File: src/rtl/weight_arb_pkg.sv
// Shared types and helpers for the weight BRAM arbiter.
// Build option: WEIGHT_ARB_FIXED_PRIO_EN selects fixed priority.
package weight_arb_pkg;

  typedef enum logic [1:0] {
    IDLE  = 2'd0,
    ISSUE = 2'd1,
    DRAIN = 2'd2
  } state_e;

  localparam int RD_LAT_DEF = 2;

  function automatic int id_w(input int n);
    return (n > 1) ? $clog2(n) : 1;
  endfunction

endpackage

File: src/rtl/weight_bram_arbiter_rr_arbiter.sv
// One-hot requester pick, round-robin from ptr or lowest-index first.
// Build option: WEIGHT_ARB_FIXED_PRIO_EN ignores ptr.
module rr_arbiter
  import weight_arb_pkg::*;
#(
  parameter  int N   = 4,
  localparam int IDW = id_w(N)
) (
  input  logic [N-1:0]   req,
  input  logic [IDW-1:0] ptr,
  output logic [N-1:0]   gnt,
  output logic [IDW-1:0] idx,
  output logic           any
);

`ifdef WEIGHT_ARB_FIXED_PRIO_EN
  logic unused_ptr;
  assign unused_ptr = ^ptr;

  always_comb begin
    gnt = '0;
    idx = '0;
    any = 1'b0;
    for (int i = N - 1; i >= 0; i--) begin
      if (req[i]) begin
        gnt    = '0;
        gnt[i] = 1'b1;
        idx    = IDW'(i);
        any    = 1'b1;
      end
    end
  end
`else
  logic [IDW-1:0] j;

  // Scan from the far end so the last hit is the first at/after ptr.
  always_comb begin
    gnt = '0;
    idx = '0;
    any = 1'b0;
    j   = '0;
    for (int i = N - 1; i >= 0; i--) begin
      j = IDW'((int'(ptr) + i) % N);
      if (req[j]) begin
        gnt    = '0;
        gnt[j] = 1'b1;
        idx    = j;
        any    = 1'b1;
      end
    end
  end
`endif

endmodule

File: src/rtl/weight_bram_arbiter.sv
// Shares one read-only weight BRAM between NUM_REQ burst loaders.
// Build option: WEIGHT_ARB_FIXED_PRIO_EN swaps round-robin for fixed priority.
module weight_bram_arbiter
  import weight_arb_pkg::*;
#(
  parameter  int NUM_REQ    = 4,
  parameter  int W          = 8,
  parameter  int ADDR_WIDTH = 18,
  parameter  int LEN_W      = 19,
  parameter  int RD_LAT     = RD_LAT_DEF,
  localparam int IDW        = id_w(NUM_REQ)
) (
  input  logic                          clk,
  input  logic                          rst_n,
  input  logic [NUM_REQ-1:0]            req,
  input  logic [NUM_REQ*ADDR_WIDTH-1:0] req_base,
  input  logic [NUM_REQ*LEN_W-1:0]      req_len,
  output logic [NUM_REQ-1:0]            grant,
  output logic                          rd_valid,
  output logic [W-1:0]                  rd_data,
  output logic [IDW-1:0]                rd_id,
  output logic [NUM_REQ-1:0]            burst_done,
  output logic                          bram_en,
  output logic                          bram_ren,
  output logic [ADDR_WIDTH-1:0]         bram_addr,
  input  logic [W-1:0]                  bram_dout
);

  state_e                  state_q, state_d;
  logic [NUM_REQ-1:0]      grant_q, grant_d;
  logic [NUM_REQ-1:0]      done_q, done_d;
  logic                    en_q, en_d;
  logic                    ren_q, ren_d;
  logic [ADDR_WIDTH-1:0]   addr_q, addr_d;
  logic [LEN_W-1:0]        cnt_q, cnt_d;
  logic [7:0]              drain_q, drain_d;
  logic [IDW-1:0]          id_q, id_d;
  logic [RD_LAT-1:0]       vld_q, vld_d;
  logic [IDW-1:0]          ptr;

  logic [NUM_REQ-1:0]      win_gnt;
  logic [IDW-1:0]          win_idx;
  logic                    win_any;
  logic [ADDR_WIDTH-1:0]   win_base;
  logic [LEN_W-1:0]        win_len;

`ifdef WEIGHT_ARB_FIXED_PRIO_EN
  assign ptr = '0;
`else
  logic [IDW-1:0] ptr_q, ptr_d;
  assign ptr = ptr_q;

  always_comb begin
    ptr_d = ptr_q;
    if (state_q == DRAIN && drain_q == 8'(RD_LAT - 1)) begin
      ptr_d = (int'(id_q) == NUM_REQ - 1) ? '0 : id_q + IDW'(1);
    end
  end

  always_ff @(posedge clk or negedge rst_n) begin
    if (!rst_n) ptr_q <= '0;
    else        ptr_q <= ptr_d;
  end
`endif

  rr_arbiter #(.N(NUM_REQ)) u_arb (
    .req (req),
    .ptr (ptr),
    .gnt (win_gnt),
    .idx (win_idx),
    .any (win_any)
  );

  assign win_base = req_base[int'(win_idx)*ADDR_WIDTH +: ADDR_WIDTH];
  assign win_len  = req_len[int'(win_idx)*LEN_W +: LEN_W];

  always_comb begin
    state_d = state_q;
    grant_d = grant_q;
    done_d  = '0;
    en_d    = en_q;
    ren_d   = ren_q;
    addr_d  = addr_q;
    cnt_d   = cnt_q;
    drain_d = drain_q;
    id_d    = id_q;
    vld_d   = (vld_q << 1) | RD_LAT'(ren_q);
    unique case (state_q)
      IDLE: begin
        if (win_any) begin
          grant_d = win_gnt;
          id_d    = win_idx;
          if (win_len != '0) begin
            state_d = ISSUE;
            en_d    = 1'b1;
            ren_d   = 1'b1;
            addr_d  = win_base;
            cnt_d   = win_len - LEN_W'(1);
          end else begin
            // Zero-length: one granted cycle that also carries the done pulse.
            state_d = DRAIN;
            drain_d = 8'(RD_LAT - 1);
            done_d  = win_gnt;
          end
        end
      end
      ISSUE: begin
        if (cnt_q == '0) begin
          state_d = DRAIN;
          ren_d   = 1'b0;
          drain_d = '0;
          if (RD_LAT == 1) done_d = grant_q;
        end else begin
          addr_d = addr_q + ADDR_WIDTH'(1);
          cnt_d  = cnt_q - LEN_W'(1);
        end
      end
      DRAIN: begin
        if (drain_q == 8'(RD_LAT - 1)) begin
          state_d = IDLE;
          grant_d = '0;
          en_d    = 1'b0;
        end else begin
          drain_d = drain_q + 8'd1;
          if (RD_LAT >= 2 && drain_q == 8'(RD_LAT - 2)) done_d = grant_q;
        end
      end
      default: state_d = IDLE;
    endcase
  end

  always_ff @(posedge clk or negedge rst_n) begin
    if (!rst_n) begin
      state_q <= IDLE;
      grant_q <= '0;
      done_q  <= '0;
      en_q    <= 1'b0;
      ren_q   <= 1'b0;
      addr_q  <= '0;
      cnt_q   <= '0;
      drain_q <= '0;
      id_q    <= '0;
      vld_q   <= '0;
    end else begin
      state_q <= state_d;
      grant_q <= grant_d;
      done_q  <= done_d;
      en_q    <= en_d;
      ren_q   <= ren_d;
      addr_q  <= addr_d;
      cnt_q   <= cnt_d;
      drain_q <= drain_d;
      id_q    <= id_d;
      vld_q   <= vld_d;
    end
  end

  assign grant      = grant_q;
  assign burst_done = done_q;
  assign bram_en    = en_q;
  assign bram_ren   = ren_q;
  assign bram_addr  = addr_q;
  assign rd_valid   = vld_q[RD_LAT-1];
  assign rd_data    = rd_valid ? bram_dout : '0;
  assign rd_id      = id_q;

endmodule
File: config.mk
export PLATFORM = sky130hd
export DESIGN_NAME = weight_bram_arbiter
export DESIGN_NICKNAME = d
export VERILOG_FILES = /design/src/rtl/weight_arb_pkg.sv /design/src/rtl/weight_bram_arbiter_rr_arbiter.sv /design/src/rtl/weight_bram_arbiter.sv
export SDC_FILE = /design/constraint.sdc
export NUM_CORES = 1
export LEC_CHECK = 0
export CORE_ASPECT_RATIO = 0.8
export CORE_UTILIZATION = 25
export CTS_BUF_LIST = sky130_fd_sc_hd__clkbuf_2 sky130_fd_sc_hd__clkbuf_4 sky130_fd_sc_hd__clkbuf_8
export DETAILED_ROUTE_END_ITERATION = 12
export PLACE_DENSITY = 0.57
export SLEW_MARGIN = 15
export SYNTH_ARGS = -nofsm -noshare
export SYNTH_HDL_FRONTEND = slang
export SYNTH_SLANG_ARGS = --single-unit
File: constraint.sdc
create_clock -name clk -period 5.1 [get_ports clk]
set_input_delay 1.02 -clock clk [delete_from_list [all_inputs] [get_ports clk]]
set_output_delay 1.02 -clock clk [all_outputs]
set_load 0.1 [all_outputs]
==> impl_metrics.yaml, run 1 <==
worst_setup_path:
  path_class: "in -> reg"
  cp_data_arrival_time_ns: 4.97
  critical_path.cell_chain: "clkdlybuf4s50_1 > mux4_2 > buf_4 > o21a_1 > nor2_2 > mux2i_1 > nor4_4 > a21oi_4 > buf_4 > nor2_1 > nor4_1"
  cp_max_fo: 39
  worst_path_most_repeated_cell: "buf_4"
  crit_path_max_incr_delay_ns: 0.91
  worst-endpoint-required_ns: 5.37
  worst-path-buf-inv: 3
  crit_path_top_delay_cell: "a21oi_4"
  cell_family_with_the_largest_share_of_critical_path_delay: "compound AO/OA/AOI/OAI gates"
  endpoint_kind: "register"
  startpoint_type: "primary input"
place:
  placed_cells_incl_taps: 1358
  count_of_buffers_from_port_buffering: 200
  area_of_placed_instances_um2: 9000
  gpl.final_weighted_congestion: 0.931
  dp.final_hpwl_um: 20000
  placement.setup.worst_slack_ns: 0.0171
route:
  route.detailed.wl_per_inst_um: 18.6
  vias: 7502
  drc_errors: 0
  detail-route-antenna-nets: 0
  routed_wirelength_um: 25500
  number_of_drc_markers_in_iteration_0: 547
  detail_route.first_pass.iterations: 5
  post_drt_via_cell_ratio: 5.46
grt:
  global_route.usage.met2_pct: 27.9
  grtUsageMet3_pct: 2.83
  antenna_found_initial: 0
  remaining_global_route_overflow: 0
  groute.usage.overall_pct: 19.0
  grt.met1_usage_pct: 29.2
  grt_start_max_net_pins: 40
  grt_most_used_layer: "met1"
  number_of_global_route_vias_before_repair: 6994
  grt_pass1_wl_um: 40000
yosys:
  synth_sequential_area_ratio_pct: 24.4
  synthesis.area_per_instance_um2: 7.67
  synthDominantAreaCellType: "dfrtp_1"
  synth_nets: 1022
  yosysTopAreaCellShare_pct: 24.4
  synth_top_cells_by_area: "dfrtp_1 (24%), nand2_1 (9.1%), o21ai_0 (3.4%), ha_1 (3.3%), mux2i_1 (2.9%)"
  share_of_flip_flops_with_an_asynchronous_set_or_reset_after_synthesis_pct: 100
  synthesis.instances: 843
  synth.yosys.warnings: 0
  synth-main-ff-cell: "dfrtp_1"
  synth.cell_area_um2: 6460
  yosysUniqueCellTypes: 86
  synth-edff-count: 0
  ys_seq_elements: 63
clock_tree:
  ctsRootBufferMaster: "clkbuf_8"
  hold_buffers: 0
  post-cts-setup-buffers: 0
  cts_inserted_buffers: 9
  cts_repair_resize_count: 0
  cts_tree: "done"
  cts.reportedPaths.clkPinSlew_ns: 0.08
  clock_path_buffers: 2
  clock_tree.htree_level_count: 3
  later_pin_clock_latency_in_the_skew_report_ns: 0.37
  clock_sinks: 63
timing:
  rsz0062_at_grt: "no"
  max_freq_ghz: 0.213
  setup_ws_ns: 0.398
  setup_violations_final: 0
  final_min_period_over_clock_period_pct: 92.2
  tightestPinTransition_ns: 1.15
  finalSetupTns_ns: 0
  timing.clock.skew_ns: 0.0149
  count_of_pins_over_their_slew_limit: 0
  holdWs_ns: 0.363
  hold_violations: 0
  maxSlewHeadroom_pct: 23.0
  period_needed_ns: 4.70
die:
  std_cell_rows: 52
  io-pin-count: 201
  core_um2: 25300
  fp.dieW_um: 182
  die_h_um: 146
  die_area_um2: 26500
  start_util_pct: 25.5
finish:
  post-route-cell-area_um2: 9230
  ff_latch_area_um2: 1580
  multi_input_comb_area_um2: 4560
  num-fill-cells: 2641
  drive_above_1_share_pct: 11.5
  diodes: 0
  fin_nets: 1224
  final-instance-count-excl-fill: 1374
  area_growth_syn_to_layout_pct: 42.7
power_and_ir_drop:
  vdd.ir_drop.worst_v: 0.000312
  power.density_nw_per_um2: 789
  p_leak_nw: 3.74
status:
  outcome: "completed"
worst_hold_path:
  min-delay-path-class: "reg -> reg"
flow_run:
  drv_cap: 0
==> worst register-to-register path, cell delays in order (launching register included) <==
cell and delay [ns]:
dfrtp_1 0.36, inv_1 0.10, ha_1 0.40, mux4_2 0.57, buf_4 0.20, o21a_1 0.23
nor2_2 0.40, mux2i_1 0.40, nor4_4 0.11, a21oi_4 0.91, buf_4 0.30, nor2_1 0.05
nor4_1 0.27
==> path summary, 6_finish.rpt <==
path / endpoint / slack [ns] / depth (start not counted) / start
min reg2reg: vld_q[1] / 0.36 / 0 / vld_q[0]
min in group asynchronous: bram_addr[3] / 0.72 / 1 / rst_n
max in group asynchronous: drain_q[2] / 3.45 / 2 / rst_n
max: cnt_q[17] / 0.40 / 11 / req[2]
max reg2reg: cnt_q[17] / 0.72 / 12 / ptr[0]
min: vld_q[1] / 0.36 / 0 / vld_q[0]
==> report_power, final <==
part | leakage, nW | switching (W) | internal [W]
registers | 0.752 | 0.000255 | 0.000725
logic | 2.88 | 0.00378 | 0.00202
clock network | 0.105 | 0.000229 | 0.000276
total | 3.74 | 0.00426 | 0.00302
==> metal layers <==
metal,vias up,part of all wire [%]
met5,-,0
met4,0,0.76
met3,13,5.8
met2,264,43
met1,3616,50
li1,3609,-
==> final cells by class <==
type | instances | area share [%]
Inverter | 18 | 0.732
Clock buffer | 9 | 1.34
Tap cell | 324 | 4.39
Multi-Input combinational cell | 703 | 49.4
Timing Repair Buffer | 250 | 26.0
Sequential cell | 63 | 17.1
Clock inverter | 7 | 1.06
==> synth_stat cells (all sizes together), types with 8 or more instances <==
cell	instances
mux2i	19
mux2	8
and4	9
a31oi	30
and3	29
o21ai	49
o22ai	18
o211a	14
nor3	29
clkbuf	33
buf	26
nor2	44
a22o	8
dfrtp	63
a2111oi	16
nand3	34
nand4	11
a221oi	8
a21oi	34
and2	13
or2	13
nand2	156
inv	18
or3	9
nor4	12
ha	17
==> cell families after synthesis <==
family                   Yosys count  synth area share, %
buffers and inverters             77                 5.50
AND/OR/NAND/NOR                  390                 30.7
multiplexers                      32                 6.08
AO/OA/AOI/OAI                    258                 29.2
XOR/XNOR                           6                0.813
adder cells (fa/ha/maj)           17                 3.29
flip-flops                        63                 24.4
==> cells in the final DEF, fill, tap and decap left out, drive strengths merged, types with 7 or more instances in the layout <==
| cell | synthesis | layout |
|---|---|---|
| a2111oi | 16 | 16 |
| a211oi | 7 | 7 |
| a21oi | 34 | 34 |
| a221oi | 8 | 8 |
| a22o | 8 | 8 |
| a22oi | 7 | 7 |
| a311oi | 7 | 7 |
| a31oi | 30 | 30 |
| and2 | 13 | 13 |
| and3 | 29 | 29 |
| and4 | 9 | 9 |
| buf | 26 | 51 |
| clkbuf | 33 | 9 |
| clkdlybuf4s50 | 0 | 199 |
| dfrtp | 63 | 63 |
| ha | 17 | 17 |
| inv | 18 | 18 |
| mux2 | 8 | 8 |
| mux2i | 19 | 19 |
| nand2 | 156 | 156 |
| nand2b | 7 | 7 |
| nand3 | 34 | 34 |
| nand4 | 11 | 11 |
| nor2 | 44 | 44 |
| nor3 | 29 | 29 |
| nor4 | 12 | 12 |
| o211a | 14 | 14 |
| o211ai | 7 | 7 |
| o21ai | 49 | 49 |
| o22ai | 18 | 18 |
| or2 | 13 | 13 |
| or3 | 9 | 9 |
==> sequential cells by signal (all words and copies together), names as in the netlist <==
register    count
grant           4
rd_id           2
ptr             2
vld_q           2
cnt_q          19
state_q         2
bram_en         1
burst_done      4
drain_q         8
bram_ren        1
bram_addr      18
==> stage by stage <==
stage / total power (W) / utilization (%)
6_report: 0.00728 / 36.4
5_1_grt: 0.00778 / 36.4
4_1_cts: 0.00725 / 36.4
3_5_place_dp: 0.00673 / 35.6
3_3_place_gp: 0.00668 / 35.6
2_1_floorplan: 0.00497 / -
Note: power is estimated with default switching activity, not from simulation.
==> inputs of run 2 (changes only) <==
--- a/config.mk
+++ b/config.mk
@@ -10,6 +10,7 @@
 export CTS_BUF_LIST = sky130_fd_sc_hd__clkbuf_2 sky130_fd_sc_hd__clkbuf_4 sky130_fd_sc_hd__clkbuf_8
 export DETAILED_ROUTE_END_ITERATION = 12
 export PLACE_DENSITY = 0.57
+export RECOVER_POWER = 100
 export SLEW_MARGIN = 15
 export SYNTH_ARGS = -nofsm -noshare
 export SYNTH_HDL_FRONTEND = slang
==> impl_metrics.yaml, run 2 (same netlist as run 1, synthesis figures left out) <==
grt:
  antenna_found_initial: 0
  grt_start_max_net_pins: 40
  grt_pass1_wl_um: 40000
  groute.usage.overall_pct: 19.0
  number_of_global_route_vias_before_repair: 6994
  remaining_global_route_overflow: 0
route:
  routed_wirelength_um: 25500
  route.detailed.wl_per_inst_um: 18.6
  drc_errors: 0
  post_drt_via_cell_ratio: 5.48
  number_of_drc_markers_in_iteration_0: 562
  detail-route-antenna-nets: 0
  vias: 7524
  detail_route.first_pass.iterations: 5
finish:
  area_growth_syn_to_layout_pct: 42.2
  mostFrequentLayoutCell: "clkdlybuf4s50_1"
  num-fill-cells: 2653
  fin_nets: 1224
  registers.top_by_ff_count: "cnt_q"
  diodes: 0
  final_cell_mix: "clkdlybuf4s50_1 (160), nand2_1 (156), dfrtp_1 (63)"
  max_reg_flops: 19
  drive_above_1_share_pct: 10.9
worst_setup_path:
  r2r_setup_slack_ns: 0.69
  endpoint_kind: "register"
  cp_data_arrival_time_ns: 4.97
  path_class: "in -> reg"
  r2r.worst_path.cells: 13
  worst-endpoint-required_ns: 5.34
  cp_max_fo: 12
  worst_path_most_repeated_cell: "buf_4"
  worst_reg2reg_endpoint: "cnt_q[17]"
  critical_path.cell_chain: "clkdlybuf4s50_1 > mux4_2 > buf_4 > o21a_1 > buf_4 > a2111oi_0 > buf_4 > o31a_1 > o2111a_1 > nand3_1 > a2111oi_0 > nor4_1"
  startpoint_type: "primary input"
  worst_r2r_src: "ptr[0]"
  crit_path_max_incr_delay_ns: 0.83
  crit_path_top_delay_cell: "a2111oi_0"
die:
  start_util_pct: 25.5
  io-pin-count: 201
  die_h_um: 146
  core_um2: 25300
  die_area_um2: 26500
  fp.dieW_um: 182
  std_cell_rows: 52
power_and_ir_drop:
  switching_portion_of_total_power_pct: 58.9
  cell_internal_pwr_w: 0.00296
  power.density_nw_per_um2: 784
  vdd.ir_drop.worst_v: 0.000310
  p_leak_nw: 3.76
  share_comb_of_total_power_pct: 79.5
  share_seq_of_total_power_pct: 13.5
  power_frac_clock_pct: 7.0
  switching_power_w: 0.00424
worst_hold_path:
  holdPathEnd: "vld_q[1]"
  holdCritStartpoint: "vld_q[0]"
  min-delay-path-class: "reg -> reg"
  worstHoldPathCells: 0
timing:
  max_freq_ghz: 0.211
  setup_ws_ns: 0.370
  count_of_pins_over_their_slew_limit: 66
  period_needed_ns: 4.73
  final_min_period_over_clock_period_pct: 92.7
  timing.clock.skew_ns: 0.0150
  finalSetupTns_ns: 0
  maxSlewHeadroom_pct: -20.6
  setup_violations_final: 0
  holdWs_ns: 0.363
  hold_violations: 0
  tightestPinTransition_ns: 1.81
  rsz0062_at_grt: "no"
clock_tree:
  clock_path_buffers: 2
  clock_sinks: 63
  cts.reportedPaths.clkPinSlew_ns: 0.08
  post-cts-setup-buffers: 0
  cts_repair_resize_count: 0
  ctsRootBufferMaster: "clkbuf_8"
  hold_buffers: 0
  later_pin_clock_latency_in_the_skew_report_ns: 0.37
  clock_tree.htree_level_count: 3
  cts_tree: "done"
  cts_inserted_buffers: 9
place:
  placement.setup.worst_slack_ns: 0.0171
  dp.final_hpwl_um: 20000
  count_of_buffers_from_port_buffering: 200
  gpl.final_weighted_congestion: 0.931
status:
  outcome: "finished with violations"
  violated_checks: "capacitance limit, slew limit"
flow_run:
  drv_cap: 2
-- run 2: cell types whose count changed in the layout (fill, tap and decap cells not counted), sizes merged --
cell,change
buf,-3
clkdlybuf4s50,-39
clkbuf,+3
dlygate4sd3,+39
-- run 2: worst max path at each step --
stage                 from        end  slack (ns)  cells after the start
floorplan           ptr[0]   cnt_q[6]        0.08                     23
global placement    req[2]  cnt_q[17]        0.12                     11
detailed placement  req[2]  cnt_q[17]        0.02                     11
CTS                 req[2]  cnt_q[17]        0.44                     11
global route        req[2]  cnt_q[16]        0.07                     13
finish              req[2]  cnt_q[17]        0.37                     12
-- run 2: per-layer routing --
| metal | wire length [µm] | GRT usage, % | vias to the layer above |
|---|---|---|---|
| met4 | 191 | 3.14 | 0 |
| met1 | 12900 | 29.2 | 3638 |
| met2 | 11000 | 27.9 | 257 |
| li1 | - | - | 3616 |
| met5 | 0 | 0 | - |
| met3 | 1390 | 2.83 | 13 |
-- run 2: area by class of cell --
| type | count | area, µm² | area share, % |
|---|---|---|---|
| Multi-Input combinational cell | 703 | 4530 | 49.3 |
| Timing Repair Buffer | 250 | 2390 | 26.0 |
| Sequential cell | 63 | 1580 | 17.2 |
| Tap cell | 324 | 405 | 4.41 |
| Clock buffer | 9 | 124 | 1.35 |
| Clock inverter | 7 | 97.6 | 1.06 |
| Inverter | 18 | 67.6 | 0.735 |
-- run 2: through the flow --
stage / area, µm² / util [%] / total power [W] / std cells
global route: 9190 / 36.3 / 0.00770 / 1374
finish: 9190 / 36.3 / 0.00720 / 1374
detailed placement: 9000 / 35.6 / 0.00673 / 1358
global placement: 9000 / 35.6 / 0.00668 / 1358
floorplan: 6470 / - / 0.00497 / 843
CTS: 9230 / 36.4 / 0.00725 / 1374
-- run 2: power groups by stage --
stage | clock network, W | logic, W | registers (W)
floorplan | 0 | 0.00335 | 0.00162
global placement | 0 | 0.00570 | 0.000985
detailed placement | 0 | 0.00574 | 0.000983
CTS | 0.000519 | 0.00575 | 0.000976
global route | 0.000538 | 0.00615 | 0.00101
finish | 0.000504 | 0.00572 | 0.000976
-- run 2: worst max-delay path: cells and delay by family --
family / cells / cell delay [ns]
buf+inv: 4 / 1.14
simple gates: 2 / 0.27
compound gates: 5 / 1.96
mux: 1 / 0.56
==> inputs of run 3 (changes only) <==
==> constraint.sdc (replaced) <==
create_clock -name clk -period 5.1 [get_ports clk]
set_input_delay 1.02 -clock clk [delete_from_list [all_inputs] [get_ports clk]]
set_output_delay 1.02 -clock clk [all_outputs]
set_load 0.01 [all_outputs]
==> results of run 3 <==
The final DEF is identical to that of run 2. Status: finished with violations: capacitance limit, slew limit.
Among the figures that moved: total power 0.00720 W -> 0.00640 W
